### src/rtl/de_stage_pkg.sv
// rtl/de_stage_pkg.sv - shared widths, op codes, opcodes and latch layouts for the decode stage
package de_stage_pkg;

    localparam int DBITS     = 32;
    localparam int INSTBITS  = 32;
    localparam int REGNOBITS = 5;
    localparam int REGWORDS  = 32;
    localparam int IOPBITS   = 6;

    localparam int                          BUS_CANARY_WIDTH = 4;
    localparam logic [BUS_CANARY_WIDTH-1:0] BUS_CANARY_VALUE = 4'hA;

    // RV32I major opcodes
    localparam logic [6:0] OPC_OP     = 7'b0110011;
    localparam logic [6:0] OPC_OP_IMM = 7'b0010011;
    localparam logic [6:0] OPC_LOAD   = 7'b0000011;
    localparam logic [6:0] OPC_STORE  = 7'b0100011;
    localparam logic [6:0] OPC_BRANCH = 7'b1100011;
    localparam logic [6:0] OPC_LUI    = 7'b0110111;
    localparam logic [6:0] OPC_AUIPC  = 7'b0010111;
    localparam logic [6:0] OPC_JAL    = 7'b1101111;
    localparam logic [6:0] OPC_JALR   = 7'b1100111;

    typedef enum logic [IOPBITS-1:0] {
        INVALID_I = 6'd0,
        ADD_I,  SUB_I,  AND_I,  OR_I,   XOR_I,  SLT_I,  SLTU_I,
        SRA_I,  SRL_I,  SLL_I,
        ADDI_I, ANDI_I, ORI_I,  XORI_I, SLTI_I, SLTIU_I,
        SRAI_I, SRLI_I, SLLI_I,
        LUI_I,  AUIPC_I,
        LW_I,   SW_I,
        JAL_I,  JALR_I,
        BEQ_I,  BNE_I,  BLT_I,  BGE_I,  BLTU_I, BGEU_I
    } op_e;

    typedef struct packed {
        logic                        valid;
        logic [INSTBITS-1:0]         inst;
        logic [DBITS-1:0]            PC;
        logic [DBITS-1:0]            pcplus;
        logic [DBITS-1:0]            inst_count;
        logic [BUS_CANARY_WIDTH-1:0] bus_canary;
    } fe_latch_t;

    typedef struct packed {
        logic                 wr_reg_WB;
        logic [REGNOBITS-1:0] wregno_WB;
        logic [DBITS-1:0]     regval_WB;
    } wb_to_de_t;

    typedef struct packed {
        logic                        valid;
        logic [INSTBITS-1:0]         inst;
        logic [DBITS-1:0]            PC;
        logic [DBITS-1:0]            pcplus;
        op_e                         op_I;
        logic [DBITS-1:0]            inst_count;
        logic [DBITS-1:0]            rs1_val;
        logic [DBITS-1:0]            rs2_val;
        logic [REGNOBITS-1:0]        wregno;
        logic                        wr_reg;
        logic [DBITS-1:0]            sxt_imm;
        logic [BUS_CANARY_WIDTH-1:0] bus_canary;
    } de_latch_t;

    localparam int FE_latch_WIDTH      = $bits(fe_latch_t);
    localparam int DE_latch_WIDTH      = $bits(de_latch_t);
    localparam int from_WB_to_DE_WIDTH = $bits(wb_to_de_t);
    localparam int from_DE_to_FE_WIDTH = 1;

endpackage

### src/rtl/de_stage_if.sv
// rtl/de_stage_if.sv - latch and side-band bundle between FE, AGEX, WB and the decode stage
interface de_stage_if;

    de_stage_pkg::fe_latch_t from_FE_latch;
    logic                    from_AGEX_to_DE;
    de_stage_pkg::wb_to_de_t from_WB_to_DE;
    de_stage_pkg::de_latch_t DE_latch_out;
    logic                    from_DE_to_FE;

    // Surrounding pipeline side
    modport master (
        output from_FE_latch,
        output from_AGEX_to_DE,
        output from_WB_to_DE,
        input  DE_latch_out,
        input  from_DE_to_FE
    );

    // Decode stage side
    modport slave (
        input  from_FE_latch,
        input  from_AGEX_to_DE,
        input  from_WB_to_DE,
        output DE_latch_out,
        output from_DE_to_FE
    );

endinterface

### src/rtl/de_regfile.sv
// rtl/de_regfile.sv - 32x32 register file, one write port, two write-through read ports
module de_regfile
    import de_stage_pkg::*;
(
    input  logic                 clk,
    input  logic                 rst_n,
    input  logic                 we_i,
    input  logic [REGNOBITS-1:0] waddr_i,
    input  logic [DBITS-1:0]     wdata_i,
    input  logic [REGNOBITS-1:0] raddr1_i,
    output logic [DBITS-1:0]     rdata1_o,
    input  logic [REGNOBITS-1:0] raddr2_i,
    output logic [DBITS-1:0]     rdata2_o
);

    logic [DBITS-1:0] regs_q [REGWORDS];

    // Architectural state: cleared on reset, x0 is never written
    always_ff @(posedge clk or negedge rst_n) begin
        if (!rst_n) begin
            for (int i = 0; i < REGWORDS; i++) begin
                regs_q[i] <= '0;
            end
        end else if (we_i && (waddr_i != '0)) begin
            regs_q[waddr_i] <= wdata_i;
        end
    end

    // x0 reads zero; a same-cycle WB write is forwarded so the reader never sees stale data
    assign rdata1_o = (raddr1_i == '0)                     ? '0      :
                      (we_i && (waddr_i == raddr1_i))      ? wdata_i :
                                                             regs_q[raddr1_i];
    assign rdata2_o = (raddr2_i == '0)                     ? '0      :
                      (we_i && (waddr_i == raddr2_i))      ? wdata_i :
                                                             regs_q[raddr2_i];

endmodule

### src/rtl/de_stage.sv
// rtl/de_stage.sv - RV32I decode / operand fetch with busy-bit hazard tracking
module de_stage
    import de_stage_pkg::*;
(
    input  logic      clk,
    input  logic      reset,
    de_stage_if.slave bus
);

    fe_latch_t fe;
    wb_to_de_t wb;
    logic      br_cond_AGEX;

    assign fe           = bus.from_FE_latch;
    assign wb           = bus.from_WB_to_DE;
    assign br_cond_AGEX = bus.from_AGEX_to_DE;

    // The FE canary is only of interest to the bench; fold it away deliberately
    logic unused_fe_canary;
    assign unused_fe_canary = ^fe.bus_canary;

    // Instruction fields
    logic [6:0]           opcode;
    logic [2:0]           funct3;
    logic [6:0]           funct7;
    logic [REGNOBITS-1:0] rd;
    logic [REGNOBITS-1:0] rs1;
    logic [REGNOBITS-1:0] rs2;

    assign opcode = fe.inst[6:0];
    assign rd     = fe.inst[11:7];
    assign funct3 = fe.inst[14:12];
    assign rs1    = fe.inst[19:15];
    assign rs2    = fe.inst[24:20];
    assign funct7 = fe.inst[31:25];

    // Sign-extended immediates for each format
    logic [DBITS-1:0] imm_i;
    logic [DBITS-1:0] imm_s;
    logic [DBITS-1:0] imm_b;
    logic [DBITS-1:0] imm_u;
    logic [DBITS-1:0] imm_j;

    assign imm_i = {{20{fe.inst[31]}}, fe.inst[31:20]};
    assign imm_s = {{20{fe.inst[31]}}, fe.inst[31:25], fe.inst[11:7]};
    assign imm_b = {{19{fe.inst[31]}}, fe.inst[31], fe.inst[7], fe.inst[30:25], fe.inst[11:8], 1'b0};
    assign imm_u = {fe.inst[31:12], 12'b0};
    assign imm_j = {{11{fe.inst[31]}}, fe.inst[31], fe.inst[19:12], fe.inst[20], fe.inst[30:21], 1'b0};

    op_e              dec_op;
    logic [DBITS-1:0] dec_imm;
    logic             fmt_wr;
    logic             uses_rs1;
    logic             uses_rs2;
    logic             dec_wr_reg;

    // Decode: format picks immediate and operand usage; any unrecognised encoding is neutralised
    always_comb begin
        dec_op   = INVALID_I;
        dec_imm  = '0;
        fmt_wr   = 1'b0;
        uses_rs1 = 1'b0;
        uses_rs2 = 1'b0;
        case (opcode)
            OPC_OP: begin
                uses_rs1 = 1'b1;
                uses_rs2 = 1'b1;
                fmt_wr   = 1'b1;
                if (funct7 == 7'b0000000) begin
                    case (funct3)
                        3'b000:  dec_op = ADD_I;
                        3'b001:  dec_op = SLL_I;
                        3'b010:  dec_op = SLT_I;
                        3'b011:  dec_op = SLTU_I;
                        3'b100:  dec_op = XOR_I;
                        3'b101:  dec_op = SRL_I;
                        3'b110:  dec_op = OR_I;
                        default: dec_op = AND_I;
                    endcase
                end else if (funct7 == 7'b0100000) begin
                    if (funct3 == 3'b000) dec_op = SUB_I;
                    else if (funct3 == 3'b101) dec_op = SRA_I;
                end
            end
            OPC_OP_IMM: begin
                uses_rs1 = 1'b1;
                fmt_wr   = 1'b1;
                dec_imm  = imm_i;
                case (funct3)
                    3'b000: dec_op = ADDI_I;
                    3'b010: dec_op = SLTI_I;
                    3'b011: dec_op = SLTIU_I;
                    3'b100: dec_op = XORI_I;
                    3'b110: dec_op = ORI_I;
                    3'b111: dec_op = ANDI_I;
                    3'b001: if (funct7 == 7'b0000000) dec_op = SLLI_I;
                    default: begin
                        if (funct7 == 7'b0000000) dec_op = SRLI_I;
                        else if (funct7 == 7'b0100000) dec_op = SRAI_I;
                    end
                endcase
            end
            OPC_LOAD: begin
                uses_rs1 = 1'b1;
                fmt_wr   = 1'b1;
                dec_imm  = imm_i;
                if (funct3 == 3'b010) dec_op = LW_I;
            end
            OPC_STORE: begin
                uses_rs1 = 1'b1;
                uses_rs2 = 1'b1;
                dec_imm  = imm_s;
                if (funct3 == 3'b010) dec_op = SW_I;
            end
            OPC_BRANCH: begin
                uses_rs1 = 1'b1;
                uses_rs2 = 1'b1;
                dec_imm  = imm_b;
                case (funct3)
                    3'b000:  dec_op = BEQ_I;
                    3'b001:  dec_op = BNE_I;
                    3'b100:  dec_op = BLT_I;
                    3'b101:  dec_op = BGE_I;
                    3'b110:  dec_op = BLTU_I;
                    3'b111:  dec_op = BGEU_I;
                    default: dec_op = INVALID_I;
                endcase
            end
            OPC_LUI: begin
                fmt_wr  = 1'b1;
                dec_imm = imm_u;
                dec_op  = LUI_I;
            end
            OPC_AUIPC: begin
                fmt_wr  = 1'b1;
                dec_imm = imm_u;
                dec_op  = AUIPC_I;
            end
            OPC_JAL: begin
                fmt_wr  = 1'b1;
                dec_imm = imm_j;
                dec_op  = JAL_I;
            end
            OPC_JALR: begin
                uses_rs1 = 1'b1;
                fmt_wr   = 1'b1;
                dec_imm  = imm_i;
                if (funct3 == 3'b000) dec_op = JALR_I;
            end
            default: dec_op = INVALID_I;
        endcase
        if (dec_op == INVALID_I) begin
            fmt_wr   = 1'b0;
            uses_rs1 = 1'b0;
            uses_rs2 = 1'b0;
            dec_imm  = '0;
        end
    end

    assign dec_wr_reg = fmt_wr && (rd != '0);

    // Operand read
    logic [DBITS-1:0] rs1_val;
    logic [DBITS-1:0] rs2_val;

    de_regfile u_rf (
        .clk      (clk),
        .rst_n    (reset),
        .we_i     (wb.wr_reg_WB),
        .waddr_i  (wb.wregno_WB),
        .wdata_i  (wb.regval_WB),
        .raddr1_i (rs1),
        .rdata1_o (rs1_val),
        .raddr2_i (rs2),
        .rdata2_o (rs2_val)
    );

    // Hazard detection: a busy register is fine if WB is retiring it right now
    logic [REGWORDS-1:0] busy_q;
    logic [REGWORDS-1:0] busy_d;
    logic                wb_hit_rs1;
    logic                wb_hit_rs2;
    logic                wb_hit_rd;
    logic                stall_de;
    logic                issue;

    assign wb_hit_rs1 = wb.wr_reg_WB && (wb.wregno_WB == rs1);
    assign wb_hit_rs2 = wb.wr_reg_WB && (wb.wregno_WB == rs2);
    assign wb_hit_rd  = wb.wr_reg_WB && (wb.wregno_WB == rd);

    assign stall_de = fe.valid && !br_cond_AGEX &&
                      ((uses_rs1   && busy_q[rs1] && !wb_hit_rs1) ||
                       (uses_rs2   && busy_q[rs2] && !wb_hit_rs2) ||
                       (dec_wr_reg && busy_q[rd]  && !wb_hit_rd));

    assign issue = fe.valid && !br_cond_AGEX && !stall_de;

    // Busy bits: WB retire clears, a newly issued producer sets and wins a same-register tie
    always_comb begin
        busy_d = busy_q;
        if (wb.wr_reg_WB) begin
            busy_d[wb.wregno_WB] = 1'b0;
        end
        if (issue && dec_wr_reg) begin
            busy_d[rd] = 1'b1;
        end
        busy_d[0] = 1'b0;
    end

    de_latch_t de_latch_q;
    de_latch_t de_latch_d;

    // Next DE latch: bubble on flush, stall or empty FE latch; otherwise the decoded instruction
    always_comb begin
        de_latch_d            = '0;
        de_latch_d.bus_canary = BUS_CANARY_VALUE;
        if (issue) begin
            de_latch_d.valid      = 1'b1;
            de_latch_d.inst       = fe.inst;
            de_latch_d.PC         = fe.PC;
            de_latch_d.pcplus     = fe.pcplus;
            de_latch_d.op_I       = dec_op;
            de_latch_d.inst_count = fe.inst_count;
            de_latch_d.rs1_val    = rs1_val;
            de_latch_d.rs2_val    = rs2_val;
            de_latch_d.wregno     = dec_wr_reg ? rd : '0;
            de_latch_d.wr_reg     = dec_wr_reg;
            de_latch_d.sxt_imm    = dec_imm;
        end
    end

    // Stage state registers
    always_ff @(posedge clk or negedge reset) begin
        if (!reset) begin
            de_latch_q <= '0;
            busy_q     <= '0;
        end else begin
            de_latch_q <= de_latch_d;
            busy_q     <= busy_d;
        end
    end

    assign bus.DE_latch_out  = de_latch_q;
    assign bus.from_DE_to_FE = stall_de;

endmodule
### src/flat_wrapper.sv
// flat-port wrapper written by rule: the top's interface ports become plain ports
module de_stage_flat import de_stage_pkg::*;
  (clk, reset, bus_from_FE_latch, bus_from_AGEX_to_DE, bus_from_WB_to_DE, bus_DE_latch_out, bus_from_DE_to_FE);
  de_stage_if bus_i ();
  input  logic clk;
  input  logic reset;
  input wire logic [$bits(bus_i.from_FE_latch)-1:0] bus_from_FE_latch;
  input wire logic [$bits(bus_i.from_AGEX_to_DE)-1:0] bus_from_AGEX_to_DE;
  input wire logic [$bits(bus_i.from_WB_to_DE)-1:0] bus_from_WB_to_DE;
  output wire logic [$bits(bus_i.DE_latch_out)-1:0] bus_DE_latch_out;
  output wire logic [$bits(bus_i.from_DE_to_FE)-1:0] bus_from_DE_to_FE;
  assign bus_i.from_FE_latch = bus_from_FE_latch;
  assign bus_i.from_AGEX_to_DE = bus_from_AGEX_to_DE;
  assign bus_i.from_WB_to_DE = bus_from_WB_to_DE;
  assign bus_DE_latch_out = bus_i.DE_latch_out;
  assign bus_from_DE_to_FE = bus_i.from_DE_to_FE;
  de_stage u_core (.clk(clk), .reset(reset), .bus(bus_i));
endmodule
### config.mk
export PLATFORM = sky130hd
export DESIGN_NAME = de_stage_flat
export DESIGN_NICKNAME = d
export VERILOG_FILES = /design/src/rtl/de_stage_pkg.sv /design/src/rtl/de_stage_if.sv /design/src/rtl/de_regfile.sv /design/src/rtl/de_stage.sv /design/src/flat_wrapper.sv
export SDC_FILE = /design/constraint.sdc
export NUM_CORES = 2
export LEC_CHECK = 0
export BUFFER_PORTS_ARGS = -buffer_cell sky130_fd_sc_hd__buf_4
export CELL_PAD_IN_SITES_DETAIL_PLACEMENT = 1
export CELL_PAD_IN_SITES_GLOBAL_PLACEMENT = 1
export CORE_AREA = 2 2 345 347
export CTS_CLUSTER_SIZE = 10
export DETAILED_ROUTE_END_ITERATION = 10
export DIE_AREA = 0 0 347 349
export HOLD_SLACK_MARGIN = 0.05
export PLACE_DENSITY = 0.86
export RECOVER_POWER = 50
export SYNTH_ARGS = -nofsm -noshare
export SYNTH_HDL_FRONTEND = slang
export SYNTH_SLANG_ARGS = --single-unit
export TNS_END_PERCENT = 5
### constraint.sdc
create_clock -name clk -period 4.2 [get_ports clk]
set_clock_uncertainty 0.05 [all_clocks]
set_input_delay 0.21 -clock clk [delete_from_list [all_inputs] [get_ports clk]]
set_output_delay 0.21 -clock clk [all_outputs]
set_load 0.01 [all_outputs]
== Yosys cells after proc, flatten, opt, wreduce, memory -nomap -nowiden ==
Index checks and enable logic that the tools add are counted.

* Output and inout bits: 242
* Register bits after elaboration: 1293
* Input bits: 174
* Bits in read-only memories: 0
* Bits in latches: 0
* RAM bits: 0
* Memories: 0

* Mux-type cells: 49
* Add/subtract/negate cells: 0
* Eq/ne operators: 20
* Bitwise operators: 6
* Divide/modulo/power cells: 0
* Order comparisons: 10
* Shifts and indexed selects: 0
* Reduce and logical (&&, ||, !) cells: 37
* $mul: 0

{| class="wikitable"
|+ Operators by type and width
! operator !! count
|-
| 1024-bit bitwise mux || 1
|-
| 32-bit 2-to-1 mux || 12
|-
| 32-bit binary-select mux with 5-bit select || 2
|-
| 237-bit 2-to-1 mux || 1
|-
| 32-bit demux with 5-bit select || 1
|-
| 32-bit one-hot mux with 5 select lines || 1
|-
| 6-bit one-hot mux with 9 select lines || 1
|-
| 6-bit one-hot mux with 7 select lines || 1
|-
| 32-bit bitwise AND || 1
|-
| 32-bit inverter || 1
|-
| 32-bit OR || 1
|-
| 5-bit 2-to-1 mux || 6
|-
| 5-bit one-hot mux with 6 select lines || 1
|-
| 7-bit by 6-bit equality test with 1-bit output, second input constant || 4
|-
| 4-bit one-hot mux with 7 select lines || 1
|-
| 5-bit by 6-bit less-than comparator with 1-bit output, second input constant || 4
|-
| 6-bit 2-to-1 mux || 4
|-
| 7-bit equality test, second input constant || 3
|-
| 6-bit greater-or-equal comparator, second input constant || 3
|-
| 1-bit logical AND || 18
|-
| 5-bit inverter with 6-bit output || 3
|-
| 1-bit binary-select mux with 5-bit select || 3
|-
| 5-bit equality test || 3
|-
| 7-bit by 5-bit equality test with 1-bit output, second input constant || 2
|-
| other kinds (20) || 44
|}

== Logic depth before layout (Yosys ltp) ==
* Word-level depth: 17
* Mapped depth: 13
* Mapped depth without buffers: 10

== Hierarchy ==
From an unflattened synthesis, not the netlist that was laid out.

* Cell total of the unflattened synthesis: 4745
* Area, all modules: 66206.0 µm²

{| class="wikitable"
|+ Modules (own cells, without submodules)
! module !! cells an instance !! sequential area each (µm²) !! instances !! area an instance (µm²)
|-
| de_regfile || 3775 || 25624.6 || 1 || 54960.2
|-
| de_stage || 970 || 6706.4 || 1 || 11245.8
|}

== Worst setup path before layout ==
OpenSTA, ideal clock, no wires.

* Path kind: in2reg
* From: input bus_from_FE_latch[114]
* To: register u_core.de_latch_q (netlist bit u_core.bus.DE_latch_out[226])
* Setup slack: 1.349 ns
* Stages: 13
* Arrival time: 2.734 ns
* Required time: 4.082 ns
* Buffers on the path: 3
* Setup time: 0.068 ns
* Cell sequence: clkbuf_1 inv_1 ha_1 nor2b_1 a2bb2oi_1 o21ai_0 a2111oi_0 nand4_1 a21o_2 inv_2 buf_4 buf_2 and2_1

{| class="wikitable"
|+ RTL lines
! what !! RTL line !! text
|-
| from (decl) || flat_wrapper.sv:7 || <nowiki>input wire logic [$bits(bus_i.from_FE_latch)-1:0] bus_from_FE_latch;</nowiki>
|-
| to (signal assigned) || de_stage.sv:238 || <nowiki>de_latch_q <= de_latch_d;</nowiki>
|-
| to (decl) || de_stage.sv:210 || <nowiki>de_latch_t de_latch_q;</nowiki>
|}

==> summary.md <==
| Metric | Value |
|---|---|
| Fin crit share | `around 95%` |
| Initial antenna violation count | `17` |
| Slew margin rel. | `-115%` |
| Via density | `roughly 7.4` |
| Seq. cell area | `approximately 32000 µm²` |
| Status | `finished with violations` |
| PwrDens | `477 nW/µm²` |
| FF-to-FF End | `u_core.bus.DE_latch_out[21]` |
| ANT nets after route | `0` |
| Core ar. | `117000 µm²` |
| Worst Hold Class | `input pin to flip-flop` |
| Final WS setup | `approximately 0.19 ns` |
| Rows | `around 130` |
| CP Max Fanout | `33` |
| Initial core utilization | `between 50% and 60%` |
| First-pass GRT wire length | `approximately 370000 µm` |
| Final hold violation count | `0` |
| Main flop type after synthesis | `dfrtp_1` |
| Detailed placement HPWL | `between 100000 and 150000 µm` |
| H-tree depth | `4` |
| DR WL/cell | `~40 µm` |
| Largest delay share family, worst path | `simple AND/OR/NAND/NOR gates` |
| Flops & latches, synth | `around 1.3k` |
| Worst setup SP type | `input pin` |
| TNS Setup | `0 ns` |
| Clock latency on the worst-skew pair | `0.80 ns` |
| Post-Syn Area | `about 65000 µm²` |
| Setup crit end kind | `flip-flop` |
| Worst slew pin tran | `roughly 3.2 ns` |
| Largest net degree at the start of global routing | `approximately 160` |
| Worst Setup SP | `bus_from_FE_latch[114]` |
| Crit path cell chain | `dlygate4sd3_1 > buf_4 > inv_1 > ha_1 > nor2b_1 > a2bb2oi_1 > o21ai_0 > a2111oi_0 > and4_1 > or3_1 > nor2_1` |
| DIE AREA | `around 120000 µm²` |
| DIE HEIGHT | `~350 µm` |
| R2R setup slack | `between 0.5 and 0.6 ns` |
| RSZ-0062 raised after global routing | `false` |
| Final setup viols | `0` |
| Final max-slew violation count | `503` |
| Post-synth ARST share | `100%` |
| Area occupied by multi-input gates | `31000 µm²` |
| Number of max-cap violations | `21` |
| Fill cells | `approximately 10k` |
| Reg-to-Reg Start | `u_core.busy_q[23]` |
| Warnings, synthesis | `0` |
| IO Port Bufs | `408` |
| Crit Path Class | `input pin to flip-flop` |
| Post-synth EDFFs | `0` |
| CTS Buf Count | `153` |
| TritonCTS clock tree | `done` |
| Die W | `between 300 and 400 µm` |
| Register area share after synthesis | `49.5%` |
| CP max stage delay | `1.02 ns` |
| Routability cong. | `about 0.87` |
| Crit path depth | `11` |
| Worst setup path endpoint | `u_core.bus.DE_latch_out[10]` |
| Failing checks | `capacitance limit, slew limit` |
| Crit path DAT | `around 4.5 ns` |
| Vias | `47.8k` |
| Layout area overhead | `15.0%` |
| Global route overflow | `0` |
| Buf/Inv on CP | `3` |
| Share of cells above drive strength 1 | `about 44%` |
| CTS Sinks | `1292` |
| FF-to-FF path depth | `7` |
| Total global-route track usage | `a little over two fifths` |
| Clock Path Buffers | `3` |
| CTS root buf | `clkbuf_16` |
| Post-synth cell types | `72` |
| Slowest-stage cell, CP | `or3_1` |
| Minimum clock period | `roughly 4 ns` |
| Max Fclk | `0.249 GHz` |
| CP required | `approximately 4.7 ns` |
| Post-CTS Setup Repair Bufs | `0` |
| Top Ports | `roughly 420` |
| Vias in the first global route | `around 52k` |
| Synth Instances | `4486` |
| Pre-CTS setup slack | `a little under 0.5 ns` |
| DRT Pass-1 Iters | `7` |
| First-iteration detailed-routing DRC count | `5659` |
| # DRC | `0` |
| Nets@finish | `roughly 5.0k` |
| P_leak | `between 30 and 40 nW` |
| Clock slew at reported path FFs | `~0.070 ns` |
| Total wire length | `~250000 µm` |
| Peak VDD IR | `between 0.0004 and 0.0005 V` |
| Syn Area/Cell | `14.6 µm²` |
-- power by group --
| group | switching (W) | internal, W |
|---|---|---|
| clock | 0.00557 | 0.00692 |
| sequential | 0.00186 | 0.0144 |
| combinational | 0.00315 | 0.00391 |
-- cells in the final DEF, fill, tap and decap left out, types with 7 or more instances in the layout --
cell type      synthesis  layout
dfrtp_1             1292    1292
mux2_2              1021     995
mux4_2               532     532
buf_4                 28     366
mux2i_1              189     189
dlygate4sd3_1          0     155
clkbuf_16              0     154
clkbuf_1             321     131
and2_1               128     128
nor2_1               129     124
nand2_1              110     102
nor3_1                99      98
a21oi_1               76      76
o22ai_1               64      64
nor2b_1               44      43
o21ai_0               39      39
and3_1                37      35
buf_12                 0      33
a32o_1                31      31
mux2_1                 0      26
o221ai_1              25      25
inv_1                 24      23
a211oi_1              19      19
diode_2                0      16
clkbuf_8               0      13
xor2_1                12      12
nand3_1               13      12
nor3b_1               10      10
nand2_2                0       8
nand2b_1               8       7
-- cells in the mapped netlist, types with 5 or more instances --
| cell | n | area [µm²] |
|---|---|---|
| o22ai_1 | 64 | 400 |
| nor3b_1 | 10 | 75.1 |
| o21ai_0 | 39 | 195 |
| buf_2 | 57 | 285 |
| nor4_1 | 5 | 31.3 |
| o31ai_1 | 5 | 37.5 |
| buf_4 | 28 | 210 |
| nand2b_1 | 8 | 50.1 |
| nand2_1 | 110 | 413 |
| buf_1 | 70 | 263 |
| mux4_2 | 532 | 12000 |
| buf_6 | 10 | 113 |
| and3_1 | 37 | 231 |
| and2_1 | 128 | 801 |
| dfrtp_1 | 1292 | 32300 |
| mux2_2 | 1021 | 11500 |
| nor3_1 | 99 | 495 |
| a211oi_1 | 19 | 143 |
| o221ai_1 | 25 | 219 |
| a32o_1 | 31 | 310 |
| a21oi_1 | 76 | 380 |
| or3_1 | 7 | 43.8 |
| a22oi_1 | 6 | 45.0 |
| nor2_1 | 129 | 484 |
| inv_1 | 24 | 90.1 |
| xor2_1 | 12 | 105 |
| nand3b_1 | 6 | 45.0 |
| mux2i_1 | 189 | 1890 |
| nor2b_1 | 44 | 275 |
| nand3_1 | 13 | 65.1 |
| clkbuf_1 | 321 | 1200 |
-- logic make-up after synthesis --
family / count (synthesis) / share of synthesized area, %
AO/OA/AOI/OAI: 301 / 3.16
XOR/XNOR: 15 / 0.201
adder cells (fa/ha/maj): 3 / 0.0574
buffers and inverters: 511 / 3.32
flip-flops: 1292 / 49.5
multiplexers: 1742 / 38.8
other: 2 / 0.0115
AND/OR/NAND/NOR: 620 / 4.96
-- final cells by class --
cell class / count / share of cell area (%)
Clock buffer: 190 / 5.48
Multi-Input combinational cell: 2685 / 41.2
Antenna cell: 16 / 0.0532
Tap cell: 1536 / 2.56
Timing Repair Buffer: 674 / 7.29
Inverter: 25 / 0.128
Clock inverter: 18 / 0.331
Sequential cell: 1292 / 43.0
-- worst min-delay path, stage by stage --
cell and delay [ns]:
dlygate4sd3_1 0.53, buf_4 0.10, and2_1 0.11
-- flip-flops by register name, indices dropped and copies added (netlist names) --
signal,flops
u_core.busy_q,31
u_core.u_rf.regs_q,1024
u_core.bus.DE_latch_out,237
-- layer usage --
layer | up-vias | routed length [µm] | track usage (%)
met3 | 1275 | 28100 | 13.0
met2 | 3864 | 118000 | 65.7
met1 | 25121 | 87600 | 50.2
met4 | 6 | 20300 | 28.7
li1 | 17549 | - | -
met5 | - | 34 | 0
-- repair_timing --
action	CTS	global route
gates resized for setup	0	0
hold buffers	155	0
endpoints found under the hold margin	1342	0
-- worst min path at each step --
| stage | from | end | slack (ns) | cells after the start |
|---|---|---|---|---|
| 2_1_floorplan | reset | u_core.bus.DE_latch_out[100] | -0.14 | 0 |
| 3_3_place_gp | reset | u_core.bus.DE_latch_out[1] | 0.23 | 1 |
| 3_5_place_dp | reset | u_core.bus.DE_latch_out[1] | 0.24 | 1 |
| 4_1_cts | bus_from_FE_latch[132] | u_core.bus.DE_latch_out[142] | 0.07 | 4 |
| 5_1_grt | bus_from_FE_latch[79] | u_core.bus.DE_latch_out[187] | 0.16 | 3 |
| 6_report | bus_from_FE_latch[79] | u_core.bus.DE_latch_out[187] | 0.14 | 3 |
-- stage by stage --
stage | total power, W | hold slack [ns] | std cells | util, % | area, µm²
6_report | 0.0358 | 0.136 | 6436 | 64.0 | 75200
5_1_grt | 0.0368 | 0.156 | 6429 | 64.0 | 75200
4_1_cts | 0.0354 | 0.0665 | 6420 | 64.5 | 75700
3_5_place_dp | 0.0227 | 0.239 | 6057 | 59.4 | 69800
3_3_place_gp | 0.0220 | 0.225 | 6057 | 59.4 | 69800
2_1_floorplan | 0.0203 | -0.136 | 4488 | - | 65400
Power figures use the tool's default switching activity.
